===== config.mk =====
export PLATFORM = sky130hd
export DESIGN_NAME = dlp_bank_sequencer
export DESIGN_NICKNAME = d
export VERILOG_FILES = /design/src/rtl/dlp_bank_sequencer.sv
export SDC_FILE = /design/constraint.sdc
export NUM_CORES = 1
export LEC_CHECK = 0
export CAP_MARGIN = 25
export CORE_MARGIN = 2
export CORE_UTILIZATION = 51
export CTS_BUF_LIST = sky130_fd_sc_hd__clkbuf_2 sky130_fd_sc_hd__clkbuf_4 sky130_fd_sc_hd__clkbuf_8
export DETAILED_ROUTE_END_ITERATION = 10
export PLACE_DENSITY = 0.87
export SETUP_SLACK_MARGIN = 0.5
export SKIP_LAST_GASP = 1
export SLEW_MARGIN = 10
export SYNTH_ARGS = -nofsm -noshare
export SYNTH_HDL_FRONTEND = slang
export SYNTH_SLANG_ARGS = --single-unit

===== constraint.sdc =====
create_clock -name clk -period 3.4 [get_ports clk]
set_input_delay 0.51 -clock clk [delete_from_list [all_inputs] [get_ports clk]]
set_output_delay 0.51 -clock clk [all_outputs]
set_load 0.005 [all_outputs]

===== src/rtl/dlp_bank_sequencer.sv =====
// Round-robin write sequencer for a shared bank of DLP latch words.
// Generates setup / gate pulse / hold timing per write and a bank-wide preset cycle.
module dlp_bank_sequencer #(
    parameter int NREQ  = 4,
    parameter int NLAT  = 4,
    parameter int WIDTH = 8,
    parameter int SETUP = 1,
    parameter int PULSE = 2,
    parameter int HOLD  = 1
) (
    input  logic                                              clk,
    input  logic                                              rst_n,
    input  logic [NREQ-1:0]                                   req,
    input  logic [NREQ*((NLAT > 1) ? $clog2(NLAT) : 1)-1:0]   req_sel,
    input  logic [NREQ*WIDTH-1:0]                             req_data,
    output logic [NREQ-1:0]                                   ack,
    input  logic                                              pre_req,
    output logic                                              pre_ack,
    output logic [WIDTH-1:0]                                  lat_d,
    output logic [NLAT-1:0]                                   lat_g,
    output logic [NLAT-1:0]                                   lat_preset,
    output logic                                              busy
);

    localparam int SEL_W = (NLAT > 1) ? $clog2(NLAT) : 1;
    localparam int PTR_W = $clog2(NREQ);

    // Phase counters hold "cycles remaining minus one" and are reloaded on state entry.
    localparam logic [3:0] SETUP_LD = (SETUP > 0) ? 4'(SETUP - 1) : 4'd0;
    localparam logic [3:0] PULSE_LD = (PULSE > 0) ? 4'(PULSE - 1) : 4'd0;
    localparam logic [3:0] HOLD_LD  = (HOLD > 0)  ? 4'(HOLD - 1)  : 4'd0;

    typedef enum logic [2:0] {
        S_IDLE,
        S_SETUP,
        S_OPEN,
        S_HOLD,
        S_DONE,
        S_PRESET
    } state_t;

    state_t           state_reg, state_next;
    logic [3:0]       cnt_reg, cnt_next;
    logic [PTR_W-1:0] ptr_reg, ptr_next;
    logic [PTR_W-1:0] win_reg, win_next;
    logic [SEL_W-1:0] sel_reg, sel_next;
    logic             pre_reg, pre_next;
    logic [WIDTH-1:0] lat_d_reg, lat_d_next;
    logic [NLAT-1:0]  lat_g_reg, lat_g_next;
    logic [NLAT-1:0]  lat_preset_reg, lat_preset_next;
    logic [NREQ-1:0]  ack_reg, ack_next;
    logic             pre_ack_reg, pre_ack_next;
    logic             busy_reg, busy_next;

    logic [SEL_W-1:0] sel_arr  [NREQ];
    logic [WIDTH-1:0] data_arr [NREQ];

    generate
        for (genvar gi = 0; gi < NREQ; gi++) begin : g_unpack
            assign sel_arr[gi]  = req_sel[gi*SEL_W +: SEL_W];
            assign data_arr[gi] = req_data[gi*WIDTH +: WIDTH];
        end
    endgenerate

    // Round-robin search: first requester at or after the pointer, wrapping.
    logic             grant_found;
    logic [PTR_W-1:0] grant_idx;
    logic [PTR_W:0]   rr_sum;
    logic [PTR_W-1:0] rr_idx;

    always_comb begin
        grant_found = 1'b0;
        grant_idx   = ptr_reg;
        rr_sum      = '0;
        rr_idx      = '0;
        for (int k = 0; k < NREQ; k++) begin
            rr_sum = {1'b0, ptr_reg} + (PTR_W+1)'(k);
            if (rr_sum >= (PTR_W+1)'(NREQ)) begin
                rr_sum = rr_sum - (PTR_W+1)'(NREQ);
            end
            rr_idx = rr_sum[PTR_W-1:0];
            if (!grant_found && req[rr_idx]) begin
                grant_found = 1'b1;
                grant_idx   = rr_idx;
            end
        end
    end

    always_comb begin
        state_next      = state_reg;
        cnt_next        = cnt_reg;
        ptr_next        = ptr_reg;
        win_next        = win_reg;
        sel_next        = sel_reg;
        pre_next        = pre_reg;
        lat_d_next      = lat_d_reg;
        lat_g_next      = '0;
        lat_preset_next = '0;
        ack_next        = '0;
        pre_ack_next    = 1'b0;
        busy_next       = 1'b0;

        case (state_reg)
            S_IDLE: begin
                if (pre_req) begin
                    state_next = S_PRESET;
                    cnt_next   = PULSE_LD;
                    pre_next   = 1'b1;
                end else if (grant_found) begin
                    win_next   = grant_idx;
                    sel_next   = sel_arr[grant_idx];
                    lat_d_next = data_arr[grant_idx];
                    pre_next   = 1'b0;
                    if (SETUP > 0) begin
                        state_next = S_SETUP;
                        cnt_next   = SETUP_LD;
                    end else begin
                        state_next = S_OPEN;
                        cnt_next   = PULSE_LD;
                    end
                end
            end
            S_SETUP: begin
                if (cnt_reg == 4'd0) begin
                    state_next = S_OPEN;
                    cnt_next   = PULSE_LD;
                end else begin
                    cnt_next = cnt_reg - 4'd1;
                end
            end
            S_OPEN: begin
                if (cnt_reg == 4'd0) begin
                    if (HOLD > 0) begin
                        state_next = S_HOLD;
                        cnt_next   = HOLD_LD;
                    end else begin
                        state_next = S_DONE;
                    end
                end else begin
                    cnt_next = cnt_reg - 4'd1;
                end
            end
            S_HOLD: begin
                if (cnt_reg == 4'd0) begin
                    state_next = S_DONE;
                end else begin
                    cnt_next = cnt_reg - 4'd1;
                end
            end
            S_PRESET: begin
                if (cnt_reg == 4'd0) begin
                    state_next = S_DONE;
                end else begin
                    cnt_next = cnt_reg - 4'd1;
                end
            end
            S_DONE: begin
                state_next = S_IDLE;
                if (!pre_reg) begin
                    if (win_reg == PTR_W'(NREQ - 1)) begin
                        ptr_next = '0;
                    end else begin
                        ptr_next = win_reg + PTR_W'(1);
                    end
                end
            end
            default: begin
                state_next = S_IDLE;
            end
        endcase

        // Outputs are registered images of the state being entered.
        busy_next = (state_next != S_IDLE);
        if (state_next == S_OPEN && ({1'b0, sel_next} < (SEL_W+1)'(NLAT))) begin
            lat_g_next[sel_next] = 1'b1;
        end
        if (state_next == S_PRESET) begin
            lat_preset_next = '1;
        end
        if (state_next == S_DONE) begin
            if (pre_next) begin
                pre_ack_next = 1'b1;
            end else begin
                ack_next[win_next] = 1'b1;
            end
        end
    end

    always_ff @(posedge clk or negedge rst_n) begin
        if (!rst_n) begin
            state_reg      <= S_IDLE;
            cnt_reg        <= '0;
            ptr_reg        <= '0;
            win_reg        <= '0;
            sel_reg        <= '0;
            pre_reg        <= 1'b0;
            lat_d_reg      <= '0;
            lat_g_reg      <= '0;
            lat_preset_reg <= '0;
            ack_reg        <= '0;
            pre_ack_reg    <= 1'b0;
            busy_reg       <= 1'b0;
        end else begin
            state_reg      <= state_next;
            cnt_reg        <= cnt_next;
            ptr_reg        <= ptr_next;
            win_reg        <= win_next;
            sel_reg        <= sel_next;
            pre_reg        <= pre_next;
            lat_d_reg      <= lat_d_next;
            lat_g_reg      <= lat_g_next;
            lat_preset_reg <= lat_preset_next;
            ack_reg        <= ack_next;
            pre_ack_reg    <= pre_ack_next;
            busy_reg       <= busy_next;
        end
    end

    assign lat_d      = lat_d_reg;
    assign lat_g      = lat_g_reg;
    assign lat_preset = lat_preset_reg;
    assign ack        = ack_reg;
    assign pre_ack    = pre_ack_reg;
    assign busy       = busy_reg;

endmodule

==> results.sh, run 1 <==
export IMPL_run_status="finished, final reports clean"
export IMPL_end_kind="register"
export IMPL_cts_sinks=33
export IMPL_synthTopCellsByArea="dfrtp_1, mux2i_1, o21ai_0, and4_1, o31a_1"
export IMPL_dieWidth_um=67.63
export IMPL_port_buffers=68
export IMPL_drv_cap=0
export IMPL_fin_total_pwr_mw=2.067
export IMPL_min_path_type="reg -> reg"
export IMPL_grt_pass1_wl_mm=8.293
export IMPL_drt_initial_drc_count=79
export IMPL_final_setup_viol_count=0
export IMPL_max_slew_margin_rel_pct=45.90
export IMPL_p_int_mw=1.311
export IMPL_vias=1857
export IMPL_grtUsageMet3_pct=4.500
export IMPL_fp_row_count=23
export IMPL_synth_top_area_share_pct=40.00
export IMPL_path_cells="clkdlybuf4s50_1 > nor2b_1 > o21ai_1 > nand3_1 > mux2_2 > o221a_2"
export IMPL_cpLargestDelayFamily="compound AO/OA/AOI/OAI gates"
export IMPL_antenna_left=0
export IMPL_start_util_pct=52.36
export IMPL_synth_edf_count=0
export IMPL_top_usage_layer="met2"
export IMPL_wl_per_cell_um=14.91
export IMPL_gr_usage_all_layers_pct=24.30
export IMPL_ios=69
export IMPL_largest_reg_flops=8
export IMPL_post_route_util_pct=72.96
export IMPL_grt_overflow=0
export IMPL_area_growth_pct=39.33
export IMPL_postCtsResizedCells=0
export IMPL_crit_path_max_fanout=12
export IMPL_worstMarginPinSlew_ps=806.1
export IMPL_clockBufferDepth=2
export IMPL_root_buffer="clkbuf_8"
export IMPL_synth_ff_type="dfrtp_1"
export IMPL_path_buf_inv=1
export IMPL_nets=330
export IMPL_postCtsSetupBuffers=0
export IMPL_hold_buffers=0
export IMPL_die_area_sq_um=4573
export IMPL_ir_worst_vdd_uv=378.3
export IMPL_syn_area_per_cell_sq_um=9.470
export IMPL_dp_hpwl_mm=3.716
export IMPL_syn_nets=268
export IMPL_diodes=0
export IMPL_cp_required_ps=3570
export IMPL_finalWorstSetupSlack_ps=818.9
export IMPL_totalWireLength_mm=4.934
export IMPL_dpl_worst_slack_ps=551.5
export IMPL_use_met1_pct=33.05
export IMPL_dr_pass1_iters=4
export IMPL_setup_tns_ps=0
export IMPL_grt_pass1_vias=1780
export IMPL_p_seq_share_pct=32.9
export IMPL_path_clk_slew_ps=60
export IMPL_startpoint_type="primary input"
export IMPL_layout_drive_gt1_share_pct=9.609
export IMPL_min_period_over_period_pct=75.92
export IMPL_cts_buffers=5
export IMPL_cts_tree="done"
export IMPL_yosys_warnings=0
export IMPL_syn_area_sq_um=2064
export IMPL_fin_crit_ps=2581
export IMPL_clk_insertion_delay_late_ps=290
export IMPL_coreArea_sq_um=3943
export IMPL_finalMaxSlewViolations=0
export IMPL_pwr_share_clk_pct=18.7
export IMPL_rrSetupSlack_ps=900
export IMPL_switching_share_pct=36.57
export IMPL_antenna_found_initial=0
export IMPL_p_per_area_nw_per_um2=718.7
export IMPL_cp_arrival_ps=2750
export IMPL_yosysSeqAreaShare_pct=40.00
export IMPL_fmax_mhz=387.4
export IMPL_grt_use_met2_pct=38.97
export IMPL_drc=0
export IMPL_grt_max_degree=34
export IMPL_synth_distinct_cells=57
export IMPL_combPwrFrac_pct=48.3
export IMPL_fill_cells=291
export IMPL_p_sw_mw=0.7560
export IMPL_finClkSkew_ps=9.036
export IMPL_cpPeakStageDelay_ps=530
export IMPL_slowest_stage="clkdlybuf4s50_1"
export IMPL_cts_max_level=2
export IMPL_routabilityCongestion=0.8306
export IMPL_rsz0062_at_grt="no"
export IMPL_ys_async_sr_fraction_pct=100.0
export IMPL_dieHeight_um=67.63
export IMPL_yosysTopAreaCell="dfrtp_1"
export IMPL_hold_viol_final=0
export IMPL_viasPerCell=5.610
export IMPL_yosys_register_bits=33
export IMPL_leakage_nw=1.214
export IMPL_synthCells=218
export IMPL_crit_type="in -> reg"
[stage by stage]
stage | hold WS [ps] | cell area [sq um] | std cells
2_1_floorplan | 214.4 | 2064 | 218
3_3_place_gp | 420.7 | 2756 | 323
3_5_place_dp | 439.9 | 2756 | 323
4_1_cts | 448.1 | 2877 | 331
5_1_grt | 465.9 | 2877 | 331
6_report | 444.9 | 2877 | 331
[cells in the final DEF (no fill, tap or decap), drive strengths merged, types with 2 or more instances in the layout]
cell type and n:
a32oi 3, o2bb2ai 2, dfrtp 33, clkbuf 7
and4 8, or2 2, o21ai 17, nor3 4
o31ai 2, a31oi 2, or3b 3, mux2i 9
o31a 8, a21o 2, clkdlybuf4s50 68, nand2b 5
o211ai 8, mux2 4, nor2b 7, nand3 4
nand2 14, ha 3, or4 2, a22o 2
nor4 3, nor2 17, inv 9, buf 3
o21bai 2, a21oi 6
[synth_stat cells, types with 3 or more instances]
library cell / n
dfrtp_1: 33
nor2_1: 17
o21ai_0: 15
nand2_1: 14
clkbuf_1: 10
inv_1: 9
mux2i_1: 9
and4_1: 8
o211ai_1: 8
o31a_1: 8
nor2b_1: 7
a21oi_1: 6
mux2_2: 4
nand2b_1: 4
nand3_1: 4
a32oi_1: 3
buf_4: 3
ha_1: 3
nor3_1: 3
nor4_1: 3
[worst paths after layout]
kind / endpoint / from / cells after the start
setup / recovery: sel_reg[0] / req[2] / 6
hold / removal: lat_g[0] / sel_reg[1] / 1
setup reg to reg: cnt_reg[1] / cnt_reg[0] / 6
hold reg to reg: lat_g[0] / sel_reg[1] / 1
max in group asynchronous: lat_g[1] / rst_n / 2
min in group asynchronous: cnt_reg[1] / rst_n / 2
[power groups by stage]
stage	registers [mW]	clock network [mW]	logic, mW
floorplan	0.619	0	0.726
global placement	0.683	0	0.970
detailed placement	0.683	0	0.997
CTS	0.678	0.394	1.00
global route	0.704	0.413	1.13
finish	0.681	0.387	0.999
[per-layer routing]
metal  vias to the layer above  wire, um
li1                        936         -
met5                         -         0
met1                       863      2213
met4                         0        55
met3                         7       203
met2                        51      2462
[layout make-up]
type | count | area, sq um | area share, %
Clock buffer | 7 | 90.09 | 3.132
Tap cell | 50 | 62.56 | 2.175
Multi-Input combinational cell | 160 | 1131 | 39.32
Inverter | 9 | 33.78 | 1.174
Sequential cell | 33 | 825.8 | 28.71
Clock inverter | 1 | 30.03 | 1.044
Timing Repair Buffer | 71 | 703.2 | 24.45
[cells by family (layout without fill, tap and decap cells)]
group / after synthesis / after routing / synth area share (%)
simple gates: 75 / 75 / 21.09
compound gates: 67 / 67 / 24.49
flops: 33 / 33 / 40.00
buf+inv: 25 / 88 / 5.212
mux: 13 / 13 / 6.545
fa+ha+maj: 3 / 3 / 1.818
xor+xnor: 2 / 2 / 0.8486
(Power assumes the default switching activity.)
==> inputs of run 2 (changes only) <==
Settings changed: CORE_UTILIZATION 51 to 43, PLACE_DENSITY 0.87 to 0.78.
Clock period 3.4 ns to 2.2 ns, I/O delays scaled along.
==> run 2 against run 1 <==
  * Wire length up 27%
  * Largest cell class unchanged
  * Die area increased by 17%
  * Cell count increased by 14%
==> results.sh, run 2 (synthesis results as in run 1) <==
export IMPL_path_buf_inv=1
export IMPL_p_int_mw=2.367
export IMPL_cp_required_ps=2370
export IMPL_root_buffer="clkbuf_8"
export IMPL_switching_share_pct=39.09
export IMPL_grt_pass1_vias=2076
export IMPL_cp_arrival_ps=2170
export IMPL_final_cell_mix="clkdlybuf4s50_1, buf_4, dfrtp_1, nor2_1, nand2_1"
export IMPL_end_kind="register"
export IMPL_rrSetupSlack_ps=210
export IMPL_crit_path_start="cnt_reg[1]"
export IMPL_cts_buffers=5
export IMPL_path_clk_slew_ps=70
export IMPL_fin_crit_ps=1995
export IMPL_start_util_pct=44.30
export IMPL_cts_tree="done"
export IMPL_ios=69
export IMPL_dieWidth_um=73.29
export IMPL_min_period_over_period_pct=90.68
export IMPL_dp_hpwl_mm=4.270
export IMPL_startpoint_type="register"
export IMPL_p_sw_mw=1.519
export IMPL_worstMarginPinSlew_ps=418.2
export IMPL_grt_max_degree=34
export IMPL_final_common_cell="clkdlybuf4s50_1"
export IMPL_cts_max_level=2
export IMPL_rsz0062_at_grt="yes"
export IMPL_place_inst=360
export IMPL_clockBufferDepth=2
export IMPL_grt_pass1_wl_mm=9.494
export IMPL_routabilityCongestion=0.8709
export IMPL_whs_ps=445.6
export IMPL_crit_path_max_fanout=6
export IMPL_dr_pass1_iters=4
export IMPL_drt_initial_drc_count=63
export IMPL_slowest_stage="or3b_4"
export IMPL_drc=0
export IMPL_diodes=0
export IMPL_fmax_mhz=501.3
export IMPL_max_slew_margin_rel_pct=72.12
export IMPL_dieHeight_um=73.29
export IMPL_fin_cells=378
export IMPL_p_seq_share_pct=25.9
export IMPL_final_setup_viol_count=0
export IMPL_largest_reg_flops=8
export IMPL_coreArea_sq_um=4661
export IMPL_finalMaxSlewViolations=0
export IMPL_layout_drive_gt1_share_pct=35.80
export IMPL_crit_type="reg -> reg"
export IMPL_pwr_share_clk_pct=12.2
export IMPL_gr_usage_all_layers_pct=23.26
export IMPL_viasPerCell=5.590
export IMPL_hold_buffers=0
export IMPL_cpLargestDelayFamily="compound AO/OA/AOI/OAI gates"
export IMPL_wl_per_cell_um=16.62
export IMPL_drv_cap=0
export IMPL_fin_total_pwr_mw=3.885
export IMPL_clk_insertion_delay_late_ps=290
export IMPL_ir_worst_vdd_uv=789.1
export IMPL_path_cells="inv_2 > ha_4 > or3b_4 > a22o_1 > o221ai_4 > mux2_4"
export IMPL_nets=374
export IMPL_die_area_sq_um=5371
export IMPL_antenna_left=0
export IMPL_grt_overflow=0
export IMPL_cts_sinks=33
export IMPL_p_per_area_nw_per_um2=1111
export IMPL_port_buffers=68
export IMPL_min_path_type="in -> async"
export IMPL_setup_tns_ps=0
export IMPL_r2r_start="cnt_reg[1]"
export IMPL_fp_row_count=25
export IMPL_vias=2113
export IMPL_area_growth_pct=69.33
export IMPL_antenna_found_initial=0
export IMPL_leakage_nw=1.477
export IMPL_hold_viol_final=0
export IMPL_combPwrFrac_pct=61.9
export IMPL_cpPeakStageDelay_ps=400
export IMPL_finClkSkew_ps=7.027
export IMPL_post_route_util_pct=75.01
export IMPL_totalWireLength_mm=6.282
export IMPL_run_status="finished, final reports clean"
## run 2: changes by cell type in the layout (fill, tap and decap cells not counted), sizes merged
cell,delta
bufinv,-1
buf,+44
clkdlybuf4s50,-5
clkinvlp,+1
dlygate4sd2,+4
## run 2: per-layer routing
layer | share of wire, % | wire [um] | track usage (%)
met5 | 0 | 0 | 0
met4 | 0.43 | 27 | 7.273
met3 | 6.8 | 426 | 5.075
met2 | 51 | 3222 | 40.94
met1 | 41 | 2605 | 28.31
## run 2: path summary, 6_finish.rpt
kind,cells past startpoint,end
hold / removal,2,lat_d[7]
max in group asynchronous,2,ptr_reg[1]
setup reg to reg,6,cnt_reg[1]
hold reg to reg,1,lat_g[0]
min in group clk,1,lat_g[0]
setup / recovery,6,cnt_reg[1]
## run 2: power groups by stage
stage	clock [mW]	combinational, mW	sequential [mW]
floorplan	0	1.28	0.962
CTS	0.489	2.23	0.990
global placement	0	1.91	0.992
detailed placement	0	1.95	1.00
global route	0.515	2.62	1.03
finish	0.474	2.41	1.01
## run 2: area by class of cell
class                           instances  area, sq um
Multi-Input combinational cell        160         1426
Clock buffer                            6        82.58
Sequential cell                        33        828.3
Inverter                                9        33.78
Timing Repair Buffer                  115         1050
Tap cell                               54        67.56
Fill cell                             325         1165
Clock inverter                          1        7.507
## run 2: timing repair
item	in CTS	in global routing
buffers inserted	9	2
resized for setup	37	31
endpoints found under the setup margin	25	27
pin swaps	6	11
## run 2: through the flow
step / setup slack [ps] / instance area [sq um]
floorplan: 143.1 / 2183
global route: 138.5 / 3496
global placement: -140.2 / 3092
finish: 205.1 / 3496
CTS: 211.4 / 3385
detailed placement: -150.5 / 3092
==> inputs of run 3 (changes only) <==
Settings changed: CTS_CLUSTER_DIAMETER set to 40, MAX_ROUTING_LAYER set to met4.
==> run 3 against run 2 <==
  * Clock skew barely moved
  * Sequential power barely moved
  * Setup slack got worse by 0.78 ps
  * Die area did not move
  * Wire length rose by 0.19%
  * Critical path depth did not move
  * Sequential share of layout area did not move
  * Total power barely moved
  * Combinational power barely moved
  * Cell count did not move
  * First-iteration DRC count rose by 4.8%
  * Via count fell by 0.19%
==> results.sh, run 3 (synthesis results as in run 1) <==
export IMPL_run_status="finished, final reports clean"
export IMPL_drc=0
export IMPL_fill_cells=325
export IMPL_area_growth_pct=69.33
export IMPL_path_cells="inv_2 > ha_4 > or3b_4 > a22o_1 > o221ai_4 > mux2_4"
export IMPL_grt_pass1_wl_mm=9.515
export IMPL_reg2reg_depth=6
export IMPL_final_setup_viol_count=0
export IMPL_rrSetupSlack_ps=200
export IMPL_crit_type="reg -> reg"
export IMPL_post_route_util_pct=75.01
export IMPL_finClkSkew_ps=6.620
export IMPL_antenna_found_initial=0
export IMPL_seq_area_sq_um=828.3
export IMPL_ios=69
export IMPL_dp_hpwl_mm=4.270
export IMPL_fin_cells=378
export IMPL_routabilityCongestion=0.8851
export IMPL_leakage_nw=1.477
export IMPL_r2r_start="cnt_reg[1]"
export IMPL_hold_viol_final=0
export IMPL_dr_pass1_iters=4
export IMPL_clk_insertion_delay_late_ps=290
export IMPL_fin_area_sq_um=3496
export IMPL_largest_reg_flops=8
export IMPL_viasPerCell=5.579
export IMPL_grt_overflow=0
export IMPL_rr_endpoint="cnt_reg[1]"
export IMPL_start_util_pct=44.30
export IMPL_max_slew_margin_rel_pct=72.04
export IMPL_gr_usage_all_layers_pct=23.97
export IMPL_drt_initial_drc_count=66
export IMPL_crit_path_max_fanout=6
export IMPL_totalWireLength_mm=6.294
export IMPL_clockBufferDepth=2
export IMPL_cp_arrival_ps=2170
export IMPL_wl_per_cell_um=16.65
export IMPL_fin_total_pwr_mw=3.885
export IMPL_ir_worst_vdd_uv=787.1
export IMPL_dieWidth_um=73.29
export IMPL_cp_required_ps=2370
export IMPL_dieHeight_um=73.29
export IMPL_die_area_sq_um=5371
export IMPL_crit_path_start="cnt_reg[1]"
export IMPL_end_kind="register"
export IMPL_coreArea_sq_um=4661
export IMPL_cpPeakStageDelay_ps=400
export IMPL_min_period_over_period_pct=90.71
export IMPL_cts_max_level=2
export IMPL_startpoint_type="register"
export IMPL_root_buffer="clkbuf_8"
export IMPL_path_clk_slew_ps=70
export IMPL_cts_buffers=5
export IMPL_cts_tree="done"
export IMPL_placedInstanceArea_sq_um=3092
export IMPL_port_buffers=68
export IMPL_final_common_cell="clkdlybuf4s50_1"
export IMPL_fmax_mhz=501.1
export IMPL_multi_input_area_sq_um=1426
export IMPL_cts_sinks=33
export IMPL_nets=374
export IMPL_fin_crit_ps=1996
export IMPL_min_path_type="in -> async"
export IMPL_grt_pass1_vias=2074
export IMPL_antenna_left=0
export IMPL_final_cell_mix="clkdlybuf4s50_1, buf_4, dfrtp_1, nor2_1, nand2_1"
export IMPL_layout_drive_gt1_share_pct=35.80
export IMPL_place_inst=360
export IMPL_grt_max_degree=34
export IMPL_crit_path_end="cnt_reg[1]"
export IMPL_slowest_stage="or3b_4"
export IMPL_finalMaxSlewViolations=0
export IMPL_vias=2109
export IMPL_rsz0062_at_grt="yes"
export IMPL_p_per_area_nw_per_um2=1111
export IMPL_drv_cap=0
export IMPL_diodes=0
export IMPL_fp_row_count=25
export IMPL_worstMarginPinSlew_ps=419.4
==> run 3: cell counts in the layout (fill, tap and decap cells not counted) <==
No cell type changed its count.
==> run 3: report_power, final <==
part	switching, mW	internal [mW]	leakage [nW]
sequential	0.175	0.831	0.419
combinational	1.12	1.29	1.01
clock	0.226	0.247	0.0433
==> run 3: critical path, delay by kind of cell (launching register included) <==
family | cells | cell delay (ps)
flip-flops | 1 | 390
AND/OR/NAND/NOR | 1 | 400
adder cells (fa/ha/maj) | 1 | 140
AO/OA/AOI/OAI | 2 | 540
buffers and inverters | 1 | 90
multiplexers | 1 | 320
==> run 3: worst min-delay path by stage <==
stage	start	end	depth (start not counted)
after floorplan	rst_n	ack[0]	0
after global placement	sel_reg[1]	lat_g[0]	1
after detailed placement	sel_reg[1]	lat_g[0]	1
after CTS	rst_n	lat_d[7]	2
after global routing	rst_n	lat_d[4]	2
final	rst_n	lat_d[4]	2
==> run 3: through the flow <==
step	TNS [ps]	hold slack (ps)	worst slack [ps]
floorplan	0	34.41	143.1
global placement	-731.8	423.5	-140.2
detailed placement	-1459	436.8	-150.5
CTS	0	462.2	211.4
global route	0	495.1	138.4
finish	0	446.6	204.4
==> run 3: layout make-up <==
cell class / count / area share [%]
flip-flops and latches: 33 / 23.69
inverters: 9 / 0.9664
multi-input cells: 160 / 40.80
clock buffers: 6 / 2.362
clock inverters: 1 / 0.2147
well taps: 54 / 1.933
repair buffers: 115 / 30.03
==> run 3: layer usage <==
layer  vias to the layer above  share of wire (%)  global-route usage [%]
li1                       1024                  -                       -
met5                         -                  0                       -
met1                      1004                 42                   28.40
met4                         0               0.46                   7.273
met2                        77                 51                   40.94
met3                         4                6.8                   5.075
==> run 3: timing repair <==
action	in CTS	in global routing
hold buffers	0	0
pin swaps	6	11
endpoints found under the setup margin	25	27
buffers inserted	9	2
resized for setup	37	31
gates cloned	0	0
